<file path="config.mk">
export PLATFORM = sky130hd
export DESIGN_NAME = stream_mux_4x1_flat
export DESIGN_NICKNAME = d
export VERILOG_FILES = /design/src/rtl/stream_mux_4x1_if.sv /design/src/rtl/stream_mux_4x1.sv /design/src/flat_wrapper.sv
export SDC_FILE = /design/constraint.sdc
export NUM_CORES = 1
export LEC_CHECK = 0
export ABC_AREA = 1
export CORE_ASPECT_RATIO = 2
export CORE_MARGIN = 2
export CORE_UTILIZATION = 42
export DETAILED_ROUTE_END_ITERATION = 8
export PLACE_DENSITY_LB_ADDON = 0.2
export SYNTH_ARGS = -nofsm -noshare
export SYNTH_HDL_FRONTEND = slang
export SYNTH_SLANG_ARGS = --single-unit
</file>
<file path="constraint.sdc">
create_clock -name clk -period 3.35 [get_ports clk]
set_input_delay 0.67 -clock clk [delete_from_list [all_inputs] [get_ports clk]]
set_output_delay 0.67 -clock clk [all_outputs]
set_load 0.005 [all_outputs]
</file>
<file path="src/rtl/stream_mux_4x1_if.sv">
// Handshake bundle for the 4-to-1 stream multiplexer: four input channels in, one tagged channel out.
interface stream_mux_4x1_if #(
    parameter int unsigned WIDTH = 8
);
    logic [3:0]         in_valid;
    logic [4*WIDTH-1:0] in_data;
    logic [3:0]         in_last;
    logic [3:0]         in_ready;
    logic               out_valid;
    logic [WIDTH-1:0]   out_data;
    logic [1:0]         out_sel;
    logic               out_last;
    logic               out_ready;

    // Multiplexer side.
    modport slave (
        input  in_valid, in_data, in_last, out_ready,
        output in_ready, out_valid, out_data, out_sel, out_last
    );

    // Source/sink side (producers of input channels, consumer of output).
    modport master (
        output in_valid, in_data, in_last, out_ready,
        input  in_ready, out_valid, out_data, out_sel, out_last
    );
endinterface

</file>
<file path="src/rtl/stream_mux_4x1.sv">
// Four-to-one stream multiplexer: round-robin arbitration, packet locking, registered tagged output.
module stream_mux_4x1 #(
    parameter int unsigned WIDTH = 8
) (
    input  logic             clk,
    input  logic             rst_n,
    stream_mux_4x1_if.slave  bus
);
    localparam int unsigned NCH = 4;

    typedef enum logic {
        IDLE = 1'b0,
        LOCK = 1'b1
    } state_t;

    state_t           state_q, state_d;
    logic [1:0]       ptr_q, ptr_d;
    logic [1:0]       lock_q, lock_d;

    logic             out_valid_q, out_valid_d;
    logic [WIDTH-1:0] out_data_q, out_data_d;
    logic [1:0]       out_sel_q, out_sel_d;
    logic             out_last_q, out_last_d;

    logic [1:0]       grant;
    logic             grant_en;
    logic             slot_free;
    logic             accept;
    logic [WIDTH-1:0] sel_data;
    logic             sel_last;

    // Arbitration: locked channel while in a packet, otherwise first valid from ptr upward.
    always_comb begin
        grant    = ptr_q;
        grant_en = 1'b0;
        if (state_q == LOCK) begin
            grant    = lock_q;
            grant_en = bus.in_valid[lock_q];
        end else begin
            for (int i = NCH - 1; i >= 0; i--) begin
                if (bus.in_valid[2'(ptr_q + 2'(i))]) begin
                    grant = 2'(ptr_q + 2'(i));
                end
            end
            grant_en = |bus.in_valid;
        end
    end

    // Granted-channel payload selection.
    always_comb begin
        sel_data = '0;
        sel_last = 1'b0;
        for (int k = 0; k < NCH; k++) begin
            if (grant == 2'(k)) begin
                sel_data = bus.in_data[k*WIDTH +: WIDTH];
                sel_last = bus.in_last[k];
            end
        end
    end

    // Output slot is free when empty or draining this cycle; reset gates acceptance.
    assign slot_free    = !out_valid_q || bus.out_ready;
    assign accept       = grant_en && slot_free && rst_n;
    assign bus.in_ready = accept ? 4'(4'b0001 << grant) : 4'b0000;

    // Next-state logic for arbitration FSM and output slot.
    always_comb begin
        state_d     = state_q;
        ptr_d       = ptr_q;
        lock_d      = lock_q;
        out_valid_d = out_valid_q;
        out_data_d  = out_data_q;
        out_sel_d   = out_sel_q;
        out_last_d  = out_last_q;

        case (state_q)
            IDLE: begin
                if (accept) begin
                    if (sel_last) begin
                        ptr_d = 2'(grant + 2'd1);
                    end else begin
                        state_d = LOCK;
                        lock_d  = grant;
                    end
                end
            end
            LOCK: begin
                if (accept && sel_last) begin
                    state_d = IDLE;
                    ptr_d   = 2'(lock_q + 2'd1);
                end
            end
            default: state_d = IDLE;
        endcase

        if (accept) begin
            out_valid_d = 1'b1;
            out_data_d  = sel_data;
            out_sel_d   = grant;
            out_last_d  = sel_last;
        end else if (bus.out_ready) begin
            out_valid_d = 1'b0;
        end
    end

    // State and output registers.
    always_ff @(posedge clk or negedge rst_n) begin
        if (!rst_n) begin
            state_q     <= IDLE;
            ptr_q       <= 2'd0;
            lock_q      <= 2'd0;
            out_valid_q <= 1'b0;
            out_data_q  <= '0;
            out_sel_q   <= 2'd0;
            out_last_q  <= 1'b0;
        end else begin
            state_q     <= state_d;
            ptr_q       <= ptr_d;
            lock_q      <= lock_d;
            out_valid_q <= out_valid_d;
            out_data_q  <= out_data_d;
            out_sel_q   <= out_sel_d;
            out_last_q  <= out_last_d;
        end
    end

    assign bus.out_valid = out_valid_q;
    assign bus.out_data  = out_data_q;
    assign bus.out_sel   = out_sel_q;
    assign bus.out_last  = out_last_q;
endmodule

</file>
<file path="src/flat_wrapper.sv">
// flat-port wrapper written by rule: the top's interface ports become plain ports
module stream_mux_4x1_flat 
#(
    parameter int unsigned WIDTH = 8
)
  (clk, rst_n, bus_in_valid, bus_in_data, bus_in_last, bus_out_ready, bus_in_ready, bus_out_valid, bus_out_data, bus_out_sel, bus_out_last);
  stream_mux_4x1_if #(.WIDTH(WIDTH)) bus_i ();
  input  logic clk;
  input  logic rst_n;
  input wire logic [$bits(bus_i.in_valid)-1:0] bus_in_valid;
  input wire logic [$bits(bus_i.in_data)-1:0] bus_in_data;
  input wire logic [$bits(bus_i.in_last)-1:0] bus_in_last;
  input wire logic [$bits(bus_i.out_ready)-1:0] bus_out_ready;
  output wire logic [$bits(bus_i.in_ready)-1:0] bus_in_ready;
  output wire logic [$bits(bus_i.out_valid)-1:0] bus_out_valid;
  output wire logic [$bits(bus_i.out_data)-1:0] bus_out_data;
  output wire logic [$bits(bus_i.out_sel)-1:0] bus_out_sel;
  output wire logic [$bits(bus_i.out_last)-1:0] bus_out_last;
  assign bus_i.in_valid = bus_in_valid;
  assign bus_i.in_data = bus_in_data;
  assign bus_i.in_last = bus_in_last;
  assign bus_i.out_ready = bus_out_ready;
  assign bus_in_ready = bus_i.in_ready;
  assign bus_out_valid = bus_i.out_valid;
  assign bus_out_data = bus_i.out_data;
  assign bus_out_sel = bus_i.out_sel;
  assign bus_out_last = bus_i.out_last;
  stream_mux_4x1 #(.WIDTH(WIDTH)) u_core (.clk(clk), .rst_n(rst_n), .bus(bus_i));
endmodule
</file>
==> summary.md, run 1 <==
| Metric | Value |
|---|---|
| Result of the run | completed |
| Port Buf Inserts | just under 60 |
| Count of vias placed by the detailed router | about 1.6k |
| Number of cells after detailed placement | 300 |
| Most common flop cell mapped by yosys | dfrtp_1 |
| Post-layout power | ~2000 uW |
| Global-route congestion overflow total | 0 |
| Async set or reset register ratio after synthesis | 100.0% |
| Cell type contributing the most total cell area after synthesis | dfrtp_1 |
| Clock Tree Buf Depth | 2 |
| Met1 Track Usage GR | 23.35% |
| Wire length of the first global-routing pass | just under 7000 um |
| Leading post-synthesis cells by cell area | dfrtp_1 32%, nand2_1 22%, nand3_1 9.8% |
| Area occupied by registers | 425.4 um2 |
| Worst-margin pin slew | ~0.23 ns |
| Sequential-to-total area share from yosys stat | between 30 and 40% |
| Class of the most critical hold timing path | register to register |
| Horiz. Die Dim | 43.68 um |
| Most frequent cell after synthesis | nand2_1 |
| Final WS setup | approximately 0.21 ns |
| Register-to-register setup slack | 0.68 ns |
| Number of global-route vias before repair | roughly 1.7k |
| Number of stages on the worst hold path | 2 |
| Residual DRC | 0 |
| Top cell types by occurrence after synthesis | 77 x nand2_1, 26 x nand3_1, 17 x dfrtp_1, 17 x inv_1, 15 x o21ai_0 |
| Total die area | about 0.0036 mm2 |
| Setup TNS Final | 0 ns |
| Max H-tree Level | 1 |
| IR drop worst, VDD | 597.1 uV |
| Critical register-to-register path startpoint | u_core.ptr_q[0]$_DFFE_PN0P_ |
| Clock period minus worst slack | ~3.1 ns |
| Detailed placement HPWL | 3183 um |
| Average wire per cell in the routed design | around 12 um |
| Worst setup SP type | input port |
| Global-route usage over all layers | roughly a quarter |
| Global-route layer with the greatest usage | met2 |
| Yosys reg bits | 17 |
| Clock Latency Late Sink | around 0.25 ns |
| Post-DRT Antenna Nets | 0 |
| Worst endpoint required time | ~2.7 ns |
| Largest net degree at the start of global routing | 18 |
| Initial antenna violation count | 0 |
| Number of enable-type register cells in the synthesized netlist | 0 |
| Yosys Warn Count | 0 |
| Wire length reported by the detailed router | roughly 3800 um |
| Final cell count without fillers | between 300 and 400 |
| Clock root buffer | clkbuf_8 |
| Fin Clk Skew | about 0.0023 ns |
| Gate Count Post-Synth | ~200 |
| Area share of the largest cell type after synthesis | 32.17% |
| Net count after synthesis | 248 |
| Final core utilization | a little over two thirds |
| Post-CTS setup buffers | 0 |
| Pwr per Cell Area | between 900 and 1000 mW/mm2 |
| R2R cell count | 22 |
| Area of the core | between 0.002 and 0.003 mm2 |
| Maximum frequency from static timing analysis | ~0.32 GHz |
| Antenna cells | 0 |
| Final #Nets | 322 |
| Area growth syn-to-layout | 58.75% |
| Multi-input gate area in the final layout | approximately 800 um2 |
| Clock-pin slew on the worst setup and hold paths | around 0.060 ns |
| Setup slack after placement | -0.2421 ns |
| Worst relative slew slack | 84.80% |
| Reg2Reg Capture Point | u_core.lock_q[0]$_DFFE_PN0P_ |
| Unrepaired setup endpoints after global routing | no |
| Leakage | approximately 0.0010 uW |
| Worst setup EP type | primary output |
| Number of library cell types mapped by synthesis | 24 |
| Worst hold path startpoint | u_core.bus.out_data[2]$_DFFE_PN0P_ |
| Initial Util | 44.41% |
| # fillers | about 250 |
| Number of failing setup endpoints in the final timing report | 0 |
| Die height | between 80 and 90 um |
| Max Fanout on Critical Path | 4 |
| Met2 routing resource usage after global routing | between 40 and 50% |
| Met3 usage | about 2.4% |
| Worst min-delay path endpoint | u_core.bus.out_data[2]$_DFFE_PN0P_ |
| Final period util | a little over nine tenths |
| Number of buffers inserted for hold repair after clock tree synthesis | 0 |
| Number of buffers added by the clock tree synthesis step | 3 |
| Max-slew violation count | 0 |
| Netlist Area Pre-Place | around 0.0013 mm2 |
| RD Place Congestion | between 0.9 and 1 |
| Fraction of final layout cells sized beyond drive strength 1 | 17.88% |
| Number of core rows | 28 |
| Max_cap viols | 0 |
| Critical path data arrival time | 2.47 ns |
| Path type of the worst setup path | input port to primary output |
| Total iterations of the first detailed-routing run | 4 |
| Total clock sinks | 17 |
| Via-to-Cell Ratio | approximately 5.1 |
| Avg Inst Size Synth | about 6.6 um2 |
| TritonCTS clock tree | yes |
| Detailed router's first-iteration violation count | 20 |
| Number of failing hold endpoints at the final stage | 0 |
| Top-Level Pins | 59 |
[worst max-delay path, stage by stage]
cell and delay (ns):
clkdlybuf4s50_1 0.49, inv_2 0.06, nand2_1 0.09, nand3_2 0.09, nand2_1 0.06, inv_1 0.03, nand2_1 0.06, nand2_2 0.06
nand2_1 0.07, nand2_1 0.05, nand3_1 0.09, nand2_2 0.09, inv_2 0.11, ha_4 0.14, clkinv_1 0.07, nor2_1 0.10
clkbuf_2 0.12
[sequential cells by signal, summed over array words and instances, names as in the netlist, named ones only]
register and flops:
u_core.bus.out_last 1, u_core.lock_q 2, u_core.bus.out_data 8, u_core.bus.out_valid 1, u_core.bus.out_sel 2, u_core.ptr_q 2
[metal layers]
| layer | share of wire, % | vias to the layer above |
|---|---|---|
| li1 | - | 803 |
| met1 | 33 | 687 |
| met2 | 58 | 62 |
| met3 | 4.4 | 12 |
| met4 | 4.6 | 0 |
| met5 | 0 | - |
[worst max-delay path by stage]
| stage | startpoint | to | slack (ns) | cells past startpoint |
|---|---|---|---|---|
| after detailed placement | bus_in_valid[3] | bus_in_ready[3] | -0.24 | 15 |
| after global placement | bus_in_valid[3] | bus_in_ready[0] | -0.22 | 16 |
| after global routing | bus_in_valid[1] | bus_in_ready[3] | 0.002 | 17 |
| final | bus_in_valid[3] | bus_in_ready[3] | 0.21 | 17 |
| after floorplan | bus_in_valid[3] | bus_in_ready[3] | 0.51 | 15 |
| after CTS | bus_in_valid[0] | bus_in_ready[3] | 0.04 | 17 |
[stage by stage]
step | hold WS [ns] | instance area, um2
floorplan | 0.3744 | 1323
global placement | 0.4638 | 2022
detailed placement | 0.4691 | 2022
CTS | 0.4892 | 2085
global route | 0.4994 | 2100
finish | 0.4826 | 2100
[cell type report]
| cell class | count | share of cell area, % |
|---|---|---|
| repair buffers | 76 | 33.25 |
| clock inverters | 1 | 0.2384 |
| multi-input cells | 154 | 38.14 |
| inverters | 23 | 4.350 |
| well taps | 30 | 1.788 |
| flip-flops and latches | 17 | 20.26 |
| clock buffers | 3 | 1.967 |
[repair_timing]
item | 4_1_cts | 5_1_grt
resized for setup | 12 | 15
setup endpoints to repair | 4 | 4
pin swaps | 0 | 1
[cells by family after synthesis]
| kind of cell | after synthesis | synth area share (%) |
|---|---|---|
| compound gates | 39 | 17.69 |
| fa+ha+maj | 4 | 3.784 |
| flops | 17 | 32.17 |
| buf+inv | 30 | 10.97 |
| simple gates | 111 | 35.38 |
[power by group]
group | switching [uW] | internal (uW)
Sequential | 70.6 | 305
Clock | 70.5 | 82.5
Combinational | 824 | 667
[layout by cell type (no fill, tap or decap), drive strengths merged]
cell type,netlist,layout
inv,22,22
nor2,5,5
dlymetal6s2s,0,1
ha,4,4
nand3,27,27
nand2,78,78
buf,6,18
dfrtp,17,17
o211ai,9,9
clkdlybuf4s50,0,53
clkbuf,1,7
clkinv,1,2
a21oi,13,13
nand4,1,1
o21ai,17,17
Power figures use the tool's default switching activity.
==> run 2: changes to the inputs <==
Settings changed: RECOVER_POWER from default to 50.
==> run 2 against run 1 <==
Sequential power about the same. Setup slack about the same. Critical path depth unchanged. Die area unchanged. First-iteration DRC count down 20%. Sequential cell count unchanged. Core utilization down 0.13 points. Hold slack worse by 0.0019 ns. Critical endpoint unchanged. Highest routed layer unchanged.
==> summary.md, run 2 (synthesized netlist as in run 1, its figures left out) <==
| Metric | Value |
|---|---|
| Result of the run | completed |
| RD Place Congestion | 0.9071 (unchanged) |
| Final Instance Area | 0.002096 mm2 (-0.18%) |
| Clock Latency Late Sink | 0.25 ns (about the same) |
| Post-CTS setup buffers | 0 (unchanged) |
| Worst setup EP type | primary output |
| Max Fanout on Critical Path | 4 (unchanged) |
| Fraction of final layout cells sized beyond drive strength 1 | 17.52% (-0.36 points) |
| IR drop worst, VDD | 601.4 uV (+0.72%) |
| Number of buffers inserted for hold repair after clock tree synthesis | 0 (unchanged) |
| Global-route usage over all layers | 24.12% (unchanged) |
| Port Buf Inserts | 58 (unchanged) |
| Clock period minus worst slack | 3.138 ns (+0.00007900 ns) |
| Critical path data arrival time | 2.47 ns (about the same) |
| Worst relative slew slack | 39.28% (-46 points) |
| Max H-tree Level | 1 (unchanged) |
| Clock-pin slew on the worst setup and hold paths | 0.06 ns (about the same) |
| Area growth syn-to-layout | 58.47% |
| TritonCTS clock tree | yes |
| Class of the most critical hold timing path | register to register |
| Average wire per cell in the routed design | 12.48 um (about the same) |
| Antenna cells | 0 (unchanged) |
| Clock root buffer | clkbuf_8 |
| Wire length of the first global-routing pass | 6851 um (unchanged) |
| Worst hold slack | 0.4807 ns (-0.001940 ns) |
| Clock Tree Buf Depth | 2 (unchanged) |
| Horiz. Die Dim | 43.68 um (unchanged) |
| Unrepaired setup endpoints after global routing | no |
| Number of failing setup endpoints in the final timing report | 0 (unchanged) |
| Number of stages on the worst hold path | 2 (unchanged) |
| Worst endpoint required time | 2.68 ns (about the same) |
| Post-DRT Antenna Nets | 0 (unchanged) |
| Leakage | 0.001050 uW (+0.49%) |
| Final #Nets | 322 (unchanged) |
| Number of flip-flops in the largest register | 8 (unchanged) |
| Initial antenna violation count | 0 (unchanged) |
| Worst-margin pin slew | 0.9108 ns (+0.6852 ns) |
| Area of the core | 0.002978 mm2 (unchanged) |
| Die height | 83.36 um (unchanged) |
| Fin Clk Skew | 0.002300 ns (-0.000001050 ns) |
| Number of core rows | 28 (unchanged) |
| # fillers | 245 (-0.41%) |
| Maximum frequency from static timing analysis | 0.3186 GHz (about the same) |
| Path type of the worst setup path | input port to primary output |
| Total iterations of the first detailed-routing run | 4 (unchanged) |
| R2R cell count | 21 (-4.5%) |
| Most used cells in the layout excluding fill and tap cells | 74 x nand2_1, 45 x clkdlybuf4s50_1, 24 x nand3_1 |
| Detailed router's first-iteration violation count | 16 (-20%) |
| Number of global-route vias before repair | 1697 (unchanged) |
| Largest net degree at the start of global routing | 18 (unchanged) |
| Number of cells after detailed placement | 300 (unchanged) |
| Max_cap viols | 0 (unchanged) |
| Initial Util | 44.41% (unchanged) |
| Via-to-Cell Ratio | 5.164 (+0.38%) |
| Total clock sinks | 17 (unchanged) |
| Count of vias placed by the detailed router | 1570 (+0.38%) |
| Residual DRC | 0 (unchanged) |
| Top-Level Pins | 59 (unchanged) |
| Cell area after placement | 0.002022 mm2 (unchanged) |
| Worst setup SP type | input port |
| Pwr per Cell Area | 955.7 mW/mm2 (-0.63%) |
| Global-route congestion overflow total | 0 (unchanged) |
| Wire length reported by the detailed router | 3794 um (about the same) |
| Most frequent standard cell in the layout excluding fill and tap cells | nand2_1 |
| Number of buffers added by the clock tree synthesis step | 3 (unchanged) |
| Max-slew violation count | 0 (unchanged) |
| Detailed placement HPWL | 3183 um (unchanged) |
| Total die area | 0.003641 mm2 (unchanged) |
| Final cell count without fillers | 304 (unchanged) |
| Number of failing hold endpoints at the final stage | 0 (unchanged) |
| Final period util | 93.68% (about the same) |
-- run 2: metrics by stage --
step | TNS (ns) | util (%) | total power (uW) | setup WS (ns)
finish | 0 | 70.38 | 2003 | 0.2116
global route | 0 | 70.38 | 2258 | 0.002367
CTS | 0 | 70.00 | 1998 | 0.03892
detailed placement | -0.8621 | 67.90 | 1813 | -0.2421
global placement | -0.7842 | 67.90 | 1790 | -0.2202
floorplan | 0 | - | 1285 | 0.5101
-- run 2: layout make-up --
cell class	count	area, um2	share of cell area [%]
Clock buffer	3	41.29	1.970
Tap cell	30	37.54	1.791
Inverter	23	91.34	4.358
Sequential cell	17	425.4	20.30
Timing Repair Buffer	76	694.4	33.13
Multi-Input combinational cell	154	800.8	38.21
Clock inverter	1	5.005	0.2388
-- run 2: metal layers --
| metal | track usage, % | up-vias | part of all wire, % |
|---|---|---|---|
| met1 | 23.35 | 692 | 33 |
| met4 | 16.53 | 0 | 4.6 |
| li1 | - | 805 | - |
| met2 | 43.85 | 61 | 58 |
| met3 | 2.391 | 12 | 4.4 |
| met5 | 0 | - | 0 |
-- run 2: timing repair --
action | in CTS | in global routing
endpoints found under the setup margin | 4 | 4
pin swaps | 0 | 1
resized for setup | 12 | 15
cloned | 0 | 0
-- run 2: final timing paths --
check	from	end	slack [ns]
worst min-delay path	u_core.bus.out_sel[1]$_DFFE_PN0P_	u_core.bus.out_sel[1]$_DFFE_PN0P_	0.48
min in group asynchronous	rst_n	u_core.bus.out_data[7]$_DFFE_PN0P_	1.19
worst max-delay path	bus_in_valid[3]	bus_in_ready[3]	0.21
max in group asynchronous	rst_n	u_core.bus.out_data[1]$_DFFE_PN0P_	1.61
worst max register to register	u_core.ptr_q[0]$_DFFE_PN0P_	u_core.ptr_q[0]$_DFFE_PN0P_	0.67
worst min register to register	u_core.bus.out_sel[1]$_DFFE_PN0P_	u_core.bus.out_sel[1]$_DFFE_PN0P_	0.48
-- run 2: critical path, stage by stage --
cell and delay (ns):
clkdlybuf4s50_1 0.49, inv_2 0.06, nand2_1 0.09, nand3_2 0.09, nand2_1 0.06, inv_1 0.03
nand2_1 0.06, nand2_2 0.06, nand2_1 0.07, nand2_1 0.05, nand3_1 0.09, nand2_2 0.09
inv_2 0.11, ha_4 0.14, clkinv_1 0.07, nor2_1 0.10, clkbuf_2 0.12
-- run 2: power by group --
| part | internal, uW | switching, uW | leakage, uW |
|---|---|---|---|
| sequential | 305 | 68.6 | 0.000209 |
| clock | 82.5 | 70.5 | 0.0000255 |
| combinational | 651 | 825 | 0.000815 |
